--- config.mk ---
export PLATFORM = sky130hd
export DESIGN_NAME = uart_tx_param
export DESIGN_NICKNAME = d
export VERILOG_FILES = /design/src/rtl/uart_tx_param.sv
export SDC_FILE = /design/constraint.sdc
export NUM_CORES = 1
export LEC_CHECK = 0
export ABC_AREA = 0
export CORE_MARGIN = 1.5
export CORE_UTILIZATION = 39
export CTS_CLUSTER_DIAMETER = 80
export CTS_CLUSTER_SIZE = 25
export DETAILED_ROUTE_END_ITERATION = 10
export GPL_TIMING_DRIVEN = 0
export PLACE_DENSITY_LB_ADDON = 0.3
export SLEW_MARGIN = 20
export SYNTH_ARGS = -nofsm -noshare
export SYNTH_HDL_FRONTEND = slang
export SYNTH_SLANG_ARGS = --single-unit
export TNS_END_PERCENT = 10
--- constraint.sdc ---
create_clock -name clk -period 1.9 [get_ports clk]
set_clock_uncertainty 0.15 [all_clocks]
set_input_delay 0.285 -clock clk [delete_from_list [all_inputs] [get_ports clk]]
set_output_delay 0.285 -clock clk [all_outputs]
set_load 0.01 [all_outputs]
--- src/rtl/uart_tx_param.sv ---
// uart_tx_param: parameterised UART transmitter, one serial bit per clk.
// Frame: start bit (0), DATA_WIDTH payload bits LSB first, optional parity bit,
// then STOP_BITS stop bits (1). The line idles high.
// Optional feature: define UART_TX_FIFO_EN to place a FIFO_DEPTH-entry
// descriptor FIFO between the accept handshake and the frame FSM. Without it,
// a frame is accepted only while the transmitter is idle.
module uart_tx_param #(
  parameter int DATA_WIDTH = 8,  // payload bits per frame, 5..16
  parameter int STOP_BITS  = 1,  // stop-bit cycles, 1 or 2
  parameter int FIFO_DEPTH = 4   // descriptor entries, power of two >= 2
) (
  input  logic                  clk,
  input  logic                  reset,      // synchronous, active low
  input  logic [DATA_WIDTH-1:0] P_DATA,
  input  logic                  DATA_VALID,
  input  logic                  PAR_EN,
  input  logic                  PAR_TYP,    // 0 = even, 1 = odd
  output logic                  DATA_READY,
  output logic                  TX_OUT,
  output logic                  Busy
);

  // A frame descriptor is {parity type, parity enable, payload}.
  localparam int DESC_W = DATA_WIDTH + 2;
  localparam int CNT_W  = $clog2(DATA_WIDTH + 1);
  localparam logic [CNT_W-1:0] LAST_BIT  = CNT_W'(DATA_WIDTH - 1);
  localparam logic [CNT_W-1:0] LAST_STOP = CNT_W'(STOP_BITS - 1);

  typedef enum logic [2:0] {
    S_IDLE,
    S_START,
    S_DATA,
    S_PARITY,
    S_STOP
  } state_t;

  state_t                  state_q, state_d;
  logic [CNT_W-1:0]        cnt_q, cnt_d;
  logic [DATA_WIDTH-1:0]   shift_q, shift_d;
  logic                    par_en_q, par_en_d;
  logic                    par_bit_q, par_bit_d;

  logic                    accept;      // handshake completes on this edge
  logic [DESC_W-1:0]       in_desc;
  logic                    pend_valid;  // a frame is available to the FSM
  logic [DESC_W-1:0]       pend_desc;
  logic                    load;        // FSM takes the pending frame this edge

  assign in_desc = {PAR_TYP, PAR_EN, P_DATA};
  // Nothing is accepted while reset is held.
  assign accept  = reset && DATA_VALID && DATA_READY;

`ifdef UART_TX_FIFO_EN
  localparam int PTR_W = $clog2(FIFO_DEPTH);
  localparam logic [PTR_W:0] FULL_CNT = (PTR_W + 1)'(FIFO_DEPTH);

  // Small descriptor store; read asynchronously so a pop can start a frame
  // in the same edge, which keeps back-to-back frames gapless.
  logic [DESC_W-1:0] mem_q [FIFO_DEPTH];
  logic [PTR_W-1:0]  wr_ptr_q, wr_ptr_d;
  logic [PTR_W-1:0]  rd_ptr_q, rd_ptr_d;
  logic [PTR_W:0]    count_q, count_d;

  assign DATA_READY = (count_q != FULL_CNT);
  assign pend_valid = (count_q != '0);
  assign pend_desc  = mem_q[rd_ptr_q];

  // FIFO pointer and occupancy update; pointers wrap naturally at FIFO_DEPTH.
  always_comb begin
    wr_ptr_d = wr_ptr_q;
    rd_ptr_d = rd_ptr_q;
    count_d  = count_q;
    if (accept) wr_ptr_d = wr_ptr_q + 1'b1;
    if (load)   rd_ptr_d = rd_ptr_q + 1'b1;
    case ({accept, load})
      2'b10:   count_d = count_q + 1'b1;
      2'b01:   count_d = count_q - 1'b1;
      default: count_d = count_q;
    endcase
  end

  // FIFO pointer registers; reset empties the queue.
  always_ff @(posedge clk) begin
    if (!reset) begin
      wr_ptr_q <= '0;
      rd_ptr_q <= '0;
      count_q  <= '0;
    end else begin
      wr_ptr_q <= wr_ptr_d;
      rd_ptr_q <= rd_ptr_d;
      count_q  <= count_d;
    end
  end

  // Descriptor storage write on accept.
  always_ff @(posedge clk) begin
    if (accept) mem_q[wr_ptr_q] <= in_desc;
  end
`else
  // Without a queue the accepted descriptor goes straight into the FSM.
  assign DATA_READY = !Busy;
  assign pend_valid = accept;
  assign pend_desc  = in_desc;
`endif

  // State register: FSM state, bit counter and the captured frame.
  always_ff @(posedge clk) begin
    if (!reset) begin
      state_q   <= S_IDLE;
      cnt_q     <= '0;
      shift_q   <= '0;
      par_en_q  <= 1'b0;
      par_bit_q <= 1'b0;
    end else begin
      state_q   <= state_d;
      cnt_q     <= cnt_d;
      shift_q   <= shift_d;
      par_en_q  <= par_en_d;
      par_bit_q <= par_bit_d;
    end
  end

  // Next-state logic: walk start/data/parity/stop, chaining frames from STOP.
  always_comb begin
    state_d   = state_q;
    cnt_d     = cnt_q;
    shift_d   = shift_q;
    par_en_d  = par_en_q;
    par_bit_d = par_bit_q;
    load      = 1'b0;
    case (state_q)
      S_IDLE: begin
        cnt_d = '0;
        if (pend_valid) begin
          load    = 1'b1;
          state_d = S_START;
        end
      end
      S_START: begin
        cnt_d   = '0;
        state_d = S_DATA;
      end
      S_DATA: begin
        shift_d = shift_q >> 1;
        if (cnt_q == LAST_BIT) begin
          cnt_d   = '0;
          state_d = par_en_q ? S_PARITY : S_STOP;
        end else begin
          cnt_d = cnt_q + 1'b1;
        end
      end
      S_PARITY: begin
        cnt_d   = '0;
        state_d = S_STOP;
      end
      S_STOP: begin
        if (cnt_q == LAST_STOP) begin
          cnt_d = '0;
          if (pend_valid) begin
            load    = 1'b1;
            state_d = S_START;
          end else begin
            state_d = S_IDLE;
          end
        end else begin
          cnt_d = cnt_q + 1'b1;
        end
      end
      default: begin
        cnt_d   = '0;
        state_d = S_IDLE;
      end
    endcase
    // Capture the whole descriptor at once so later input changes are ignored.
    if (load) begin
      shift_d   = pend_desc[DATA_WIDTH-1:0];
      par_en_d  = pend_desc[DATA_WIDTH];
      par_bit_d = (^pend_desc[DATA_WIDTH-1:0]) ^ pend_desc[DATA_WIDTH+1];
    end
  end

  // Output logic: serial line level and busy flag from the current state.
  always_comb begin
    TX_OUT = 1'b1;
    Busy   = (state_q != S_IDLE);
    case (state_q)
      S_START:  TX_OUT = 1'b0;
      S_DATA:   TX_OUT = shift_q[0];
      S_PARITY: TX_OUT = par_bit_q;
      default:  TX_OUT = 1'b1;
    endcase
  end

endmodule

## Word level (Yosys, flattened, before mapping)

Cells that the tools add are included.
W data, S select, Z words.

| storage, ports and cells | value |
|---|---|
| logic and storage cells | 39 |
| input bits | 13 |
| output and inout port bits | 3 |
| register bits after elaboration | 17 |

| cells by class | value |
|---|---|
| muxes and demuxes | 15 |
| equality and inequality tests | 8 |
| add/sub/neg operators | 1 |
| bitwise logic cells | 1 |
| reductions and logical operators | 9 |

Operators by type and width:

| cell | number |
|---|---|
| $mux W8 | 2 |
| $pmux W3 S5 | 1 |
| $mux W3 | 4 |
| $mux W4 | 2 |
| $pmux W4 S2 | 1 |
| $reduce_xor A8 Y1 | 1 |
| $eq A3 B2 Y1 const B | 2 |
| $ne A2 B2 Y1 const B | 3 |
| $add A4 B1 Y4 const B | 1 |
| $eq A4 B3 Y1 const B | 1 |
| $logic_not A4 Y1 | 1 |
| $eq A3 B1 Y1 const B | 1 |
| $eq A3 B3 Y1 const B | 1 |
| $logic_not A3 Y1 | 1 |
| $mux W1 | 3 |
| $pmux W1 S3 | 1 |
| $reduce_and A3 Y1 | 1 |
| $reduce_bool A3 Y1 | 1 |
| $logic_and A1 B1 Y1 | 2 |
| $pmux W1 S2 | 1 |
| $reduce_bool A2 Y1 | 1 |
| $logic_not A1 Y1 | 1 |
| $xor A1 B1 Y1 | 1 |

## Depth between registers and ports, before layout

Gate-level depths: netlist of run 1.

| depth | value |
|---|---|
| depth in word-level cells | 7 |
| mapped depth | 6 |
| gate-level depth less buffers | 5 |

## Worst setup path before layout of run 1

No wires, ideal clock.

| path | value |
|---|---|
| path kind | reg-to-reg |
| start | register state_q[0] |
| end | register state_q[2] |
| buffers on the path | 1 |
| slack | 0.442 ns |
| data arrival time | 1.193 ns |
| stages on the path, launching flop included | 6 |
| cell sequence | dfxtp_1 -> buf_6 -> nor3b_4 -> o21a_1 -> nor4b_1 -> o21a_1 |

| between the ends | value |
|---|---|
| word-level cells in the longest chain between the ends | 5 |
| elaborated cells between the ends (all ways) | 13 |

Ends and longest elaborated chain:

| element | RTL line | text |
|---|---|---|
| start, declared | 37 | `state_t state_q, state_d;` |
| start signal, assigned | 115 | `state_q <= state_d;` |
| $reduce_bool A3 Y1 | 185 | `Busy = (state_q != S_IDLE);` |
| $logic_not A1 Y1 | 101 | `assign DATA_READY = !Busy;` |
| $logic_and A1 B1 Y1 | 51 | `assign accept = reset && DATA_VALID && DATA_READY;` |
| $ne A2 B2 Y1 (no source line) | n/a |  |
| $reduce_and A3 Y1 (no source line) | n/a |  |

Parallel ways exist; a longest one is shown, timed or not.
A chain may end at the register's enable or synchronous reset.

## Worst setup path after layout of run 1

| path | value |
|---|---|
| start | input reset |
| end | register shift_q[5] |

| between the ends | value |
|---|---|
| word-level cells in the longest chain between the ends | 6 |
| elaborated cells between the ends (all ways) | 7 |

Ends and longest elaborated chain:

| element | RTL line | text |
|---|---|---|
| start, declared | 13 | `input logic reset,` |
| $logic_and A1 B1 Y1 (2 in a row) | 51 |  |
| $mux W1 | 134, 159 |  |
| $mux W1 | 157 | `if (cnt_q == LAST_STOP) begin` |
| $pmux W1 S2 | 131 | `case (state_q)` |
| $mux W8 or $reduce_bool A2 Y1 (tied branches) | n/a |  |
| end signal, assigned | 117 | `shift_q <= shift_d;` |
| end, declared | 39 | `logic [DATA_WIDTH-1:0] shift_q, shift_d;` |

Parallel ways exist; a longest one is shown, timed or not.

==> impl_metrics.json, run 1 <==
{
  "status": "complete, no violations",
  "post_synth.cell_area_avg_um2": 9.184,
  "ctsLongestPathBuffers": 2,
  "post_drt_via_cell_ratio": 5.109,
  "cts_buffers": 3,
  "grt_max_degree": 11,
  "drc_errors": 0,
  "fmax_ghz": 0.5554,
  "synthesis.area_um2": 918.4,
  "post-route-min-period_ns": 1.801,
  "r2r-start": "state_q[0]",
  "reg2regPathDepth": 5,
  "vias": 751,
  "antenna_cells": 0,
  "max_stage_delay_ns": 0.64,
  "layout_commonest_cell": "dfxtp_1",
  "synth_top_cells_by_area": "dfxtp_1, nand2_1, a21boi_1",
  "setup-tns-final_ns": 0,
  "wirelength_um": 1805,
  "worstHoldStart": "par_en_q",
  "cts.sinks": 17,
  "cts_hold_buffers": 0,
  "drv_slew": 0,
  "p_leak_nw": 0.4262,
  "dp.cells": 143,
  "synthesis.nets": 115,
  "post_cts_resized": 4,
  "switching_share": 0.2884,
  "die_y_um": 51.53,
  "grt.overflow.total": 0,
  "synthArstFlopShare": 0,
  "hold_class": "reg -> reg",
  "cts.clk_slew.worst_paths_ns": 0.10,
  "cts_tree": "done",
  "layoutNonFillerInstCount": 147,
  "io_pins": 16,
  "cp-start-kind": "input pin",
  "rows": 17,
  "grt_pass1_wl_um": 3105,
  "finalCritPeriodShare": 0.9477,
  "synth.distinct_cells": 35,
  "hpwl_um": 1334,
  "synth_edf_count": 0,
  "dr.pass1.iters": 4,
  "drtIter0Drc": 16,
  "pwr-share-comb": 0.285,
  "grt_pass1_vias": 711,
  "htree_levels": 1,
  "peakVddDrop_v": 0.0002880,
  "most-common-layout-cells": "dfxtp_1, nand2_1, clkdlybuf4s50_1",
  "p_clk_frac": 0.233,
  "synth_ff_type": "dfxtp_1",
  "final_antenna_net_count": 0,
  "ctsRootBufferMaster": "clkbuf_4",
  "r2r_end": "state_q[2]",
  "power_density_nw_per_um2": 730.2,
  "rsz0062_at_grt": "false",
  "drive_gt1_frac": 0.1176,
  "coreArea_um2": 2212,
  "reg2reg_setup_slack_ns": 0.23,
  "dieWidth_um": 51.53,
  "synth_seq_cells": 17,
  "initial_core_util": 0.4152,
  "required_ns": 1.93,
  "crit_chain": "clkdlybuf4s50_1 > a21oi_1 > or3_1 > clkbuf_1 > a22oi_1 > a21boi_1",
  "hold_viol": 0,
  "setup_viol": 0,
  "die-area_um2": 2655,
  "endpoint_kind": "flip-flop",
  "min_path_cells": 2,
  "tightest_slew_ns": 0.4763,
  "synth_top_area_frac": 0.3706,
  "gp_congestion": 0.8008,
  "track_usage": 0.1606,
  "synth_warnings": 0,
  "path_max_fanout": 8,
  "route.detailed.wl_per_inst_um": 12.28,
  "synth_top_area_cell": "dfxtp_1",
  "grt_antenna_before_repair": 0,
  "internal_power_uw": 591.6,
  "finalNetCount": 135,
  "critPathKind": "in -> reg",
  "clk_latency_ns": 0.29,
  "area_delta_synth_final_pct": 23.98,
  "worstPathArrival_ns": 1.83,
  "holdPathEnd": "par_en_q",
  "cp_slowest_cell": "clkdlybuf4s50_1",
  "ys_seq_area_frac": 0.3706,
  "synthCells": 100,
  "slew_headroom": 0.6821,
  "power_switching_uw": 239.8,
  "postCtsSetupRepairBufs": 0,
  "pwr-share-seq": 0.482,
  "max_cap_violations": 0,
  "port_buffers": 15
}
[registers in the layout, summed over array words and instances (netlist names)]
name,count
shift_q,8
cnt_q,4
state_q,3
par_bit_q,1
par_en_q,1
[worst max-delay path: cells and delay by family]
kind	cells	cell delay, ns
buffers and inverters	2	0.82
and+or+nand+nor	1	0.32
AOI/OAI and AO/OA	3	0.40
[cell families after synthesis]
group	after synthesis	synth area share
buf+inv	10	0.06539
simple gates	35	0.2112
fa+ha+maj	2	0.02724
xor+xnor	9	0.1008
flops	17	0.3706
compound gates	25	0.2030
mux	2	0.02180
[cell usage after synthesis (2+ instances only)]
cell type / number
dfxtp_1: 17
nand2_1: 15
a21boi_1: 7
a22oi_1: 6
nor2_1: 5
xnor2_1: 5
inv_1: 4
o21ai_0: 4
xor2_1: 3
buf_4: 2
buf_6: 2
clkbuf_1: 2
ha_1: 2
mux2i_1: 2
nand3_1: 2
nor3_1: 2
o21a_1: 2
[layer usage]
layer / vias to the layer above / global-route usage / part of all wire
met4: 0 / 0.08333 / 0.0089
li1: 386 / - / -
met5: - / 0 / 0
met2: 10 / 0.2436 / 0.47
met1: 353 / 0.2029 / 0.49
met3: 2 / 0.05172 / 0.027
[worst max-delay path by stage]
stage	start	to	slack (ns)	depth (start not counted)
after floorplan	state_q[0]	state_q[2]	0.44	5
after global placement	reset	shift_q[6]	-0.16	6
after detailed placement	reset	shift_q[5]	-0.19	6
after CTS	state_q[1]	TX_OUT	0.04	4
after global routing	reset	shift_q[2]	0.01	6
final	reset	shift_q[5]	0.1	6
[per-stage QoR]
stage	hold WS, ns	instance area (um^2)	setup WS [ns]	total power, mW	utilization
after detailed placement	0.3209	1104	-0.1851	0.6505	0.4989
final	0.3367	1139	0.09939	0.8314	0.5147
after floorplan	0.2436	918.4	0.4423	0.5626	-
after CTS	0.3416	1131	0.03830	0.8342	0.5113
after global placement	0.2956	1104	-0.1567	0.6472	0.4989
after global routing	0.3725	1139	0.01243	0.8939	0.5147
[layout make-up]
class,count,area [um^2]
fillers,221,1074
multi-input cells,73,528.0
flip-flops and latches,17,341.6
repair buffers,15,147.6
plain buffers,6,45.04
well taps,28,35.03
clock buffers,4,26.28
inverters,4,15.01
[power groups by stage]
stage | logic [mW] | registers (mW) | clock network [mW]
2_1_floorplan | 0.159 | 0.404 | 0
3_3_place_gp | 0.240 | 0.407 | 0
3_5_place_dp | 0.243 | 0.408 | 0
4_1_cts | 0.236 | 0.399 | 0.199
5_1_grt | 0.263 | 0.404 | 0.227
6_report | 0.237 | 0.401 | 0.193
Power figures use the tool's default switching activity.
==> run 2, diff against run 1 <==
Settings changed: CORE_ASPECT_RATIO from default to 0.9, CTS_BUF_LIST from default to sky130_fd_sc_hd__clkbuf_4 sky130_fd_sc_hd__clkbuf_8.
==> run 2 against run 1 <==
Compared with the run above: routed wire length increased by 1.8%; design area down 0.33%; highest routed layer unchanged; clock power rose by 8%; first-iteration DRC count rose by 25%; critical path depth shrank 2; die area about the same; register-to-register slack hardly changed; worst hold slack got worse by 0.011 ns; total power up 1.4%; via count is 0.40% lower; combinational power about the same; sequential power about the same.
==> impl_metrics.json, run 2 (synthesized netlist as in run 1, its figures left out) <==
{
  "status": "complete, no violations",
  "cp-start-kind": "flip-flop",
  "fmax_ghz": 0.5394,
  "ctsRootBufferMaster": "clkbuf_4",
  "holdPathEnd": "par_bit_q",
  "ctsLongestPathBuffers": 2,
  "initial_core_util": 0.4170,
  "min_path_cells": 2,
  "cts_tree": "done",
  "cts_hold_buffers": 0,
  "die_y_um": 49.04,
  "power_density_nw_per_um2": 742.8,
  "required_ns": 1.46,
  "io_pins": 16,
  "grt.overflow.total": 0,
  "reg2reg_setup_slack_ns": 0.22,
  "route.detailed.wl_per_inst_um": 12.59,
  "coreArea_um2": 2202,
  "reg2regPathDepth": 5,
  "top_register": "shift_q",
  "port_buffers": 15,
  "setup_viol": 0,
  "area_delta_synth_final_pct": 23.57,
  "grt_pass1_wl_um": 3056,
  "finalNetCount": 135,
  "cts_buffers": 3,
  "hpwl_um": 1406,
  "r2r-start": "state_q[0]",
  "track_usage": 0.1565,
  "grt_max_degree": 11,
  "postCtsSetupRepairBufs": 0,
  "gp_congestion": 0.7828,
  "endpoint_kind": "output pin",
  "vias": 748,
  "htree_levels": 1,
  "worstPathArrival_ns": 1.42,
  "slew_headroom": 0.6831,
  "r2r_end": "state_q[2]",
  "peakVddDrop_v": 0.0003426,
  "most-common-layout-cells": "dfxtp_1, nand2_1, clkdlybuf4s50_1",
  "reg.largest.list": "shift_q: 8 flops, cnt_q: 4 flops, state_q: 3 flops",
  "wirelength_um": 1838,
  "finalCritPeriodShare": 0.9758,
  "drv_slew": 0,
  "antenna_cells": 0,
  "power.total_uw": 843.0,
  "hold_ws_ns": 0.3258,
  "setup.worst_path.start": "state_q[1]",
  "cts.sinks": 17,
  "critPathKind": "reg -> out",
  "dr.pass1.iters": 4,
  "largest_reg_flops": 8,
  "worstHoldStart": "par_bit_q",
  "rows": 16,
  "cts.clk_slew.worst_paths_ns": 0.09,
  "final_util": 0.5153,
  "setup-tns-final_ns": 0,
  "max_cap_violations": 0,
  "hold_class": "reg -> reg",
  "post-route-min-period_ns": 1.854,
  "final_antenna_net_count": 0,
  "drive_gt1_frac": 0.1176,
  "dieWidth_um": 54.15,
  "hold_viol": 0,
  "drc_errors": 0,
  "path_max_fanout": 10,
  "clk_latency_ns": 0.29,
  "rsz0062_at_grt": "false",
  "grt_pass1_vias": 719,
  "drtIter0Drc": 20,
  "tightest_slew_ns": 0.4744,
  "grt_antenna_before_repair": 0,
  "p_leak_nw": 0.4255,
  "layout_commonest_cell": "dfxtp_1",
  "die-area_um2": 2655,
  "post_drt_via_cell_ratio": 5.123
}
## run 2: cell types whose count changed in the layout (fill, tap and decap cells not counted)
cell             delta
clkdlybuf4s15_1     -1
dlygate4sd2_1       +1
clkbuf_4            +1
o21ai_0             +1
clkbuf_1            -1
o21ai_1             -1
nor3b_2             -1
nor3b_1             +1
## run 2: how the worst max path moves through the flow
stage | endpoint | slack [ns] | cells past startpoint
after CTS | TX_OUT | 0.03 | 4
after floorplan | state_q[2] | 0.44 | 5
after global routing | TX_OUT | 0.008 | 4
final | TX_OUT | 0.05 | 4
after global placement | shift_q[5] | -0.15 | 6
after detailed placement | shift_q[1] | -0.18 | 6
## run 2: final cells by class
| type | instances | area [um^2] |
|---|---|---|
| Clock buffer | 4 | 30.03 |
| Multi-Input combinational cell | 73 | 523.0 |
| Tap cell | 27 | 33.78 |
| Inverter | 4 | 15.01 |
| Fill cell | 222 | 1067 |
| Buffer | 6 | 45.04 |
| Timing Repair Buffer | 15 | 146.4 |
| Sequential cell | 17 | 341.6 |
## run 2: report_power, final
| part | switching (mW) | total (mW) | internal, mW |
|---|---|---|---|
| registers | 0.0170 | 0.401 | 0.384 |
| clock network | 0.112 | 0.208 | 0.0960 |
| logic | 0.110 | 0.234 | 0.124 |
| total | 0.239 | 0.843 | 0.604 |
## run 2: metrics by stage
| stage | worst slack, ns | cell area (um^2) | cells |
|---|---|---|---|
| 6_report | 0.04594 | 1135 | 146 |
| 4_1_cts | 0.02935 | 1134 | 146 |
| 3_5_place_dp | -0.1840 | 1102 | 142 |
| 2_1_floorplan | 0.4423 | 918.4 | 100 |
| 3_3_place_gp | -0.1549 | 1102 | 142 |
| 5_1_grt | 0.008284 | 1135 | 146 |
## run 2: critical path: stages, from the launching register on
cell and delay (ns):
dfxtp_1 0.38, buf_6 0.16, nor3b_1 0.18, o21ai_0 0.12
dlygate4sd2_1 0.29
## run 2: layer usage
metal / vias to the layer above / part of all wire / global-route usage
met4: 0 / 0.0098 / 0.07917
met2: 15 / 0.47 / 0.2510
met1: 341 / 0.48 / 0.1989
met3: 2 / 0.044 / 0.02147
li1: 390 / - / -
met5: - / 0 / 0
## run 2: repair_timing
item | in CTS | in global routing
gates cloned | 0 | 0
setup endpoints to repair | 3 | 1
resized for setup | 4 | 1
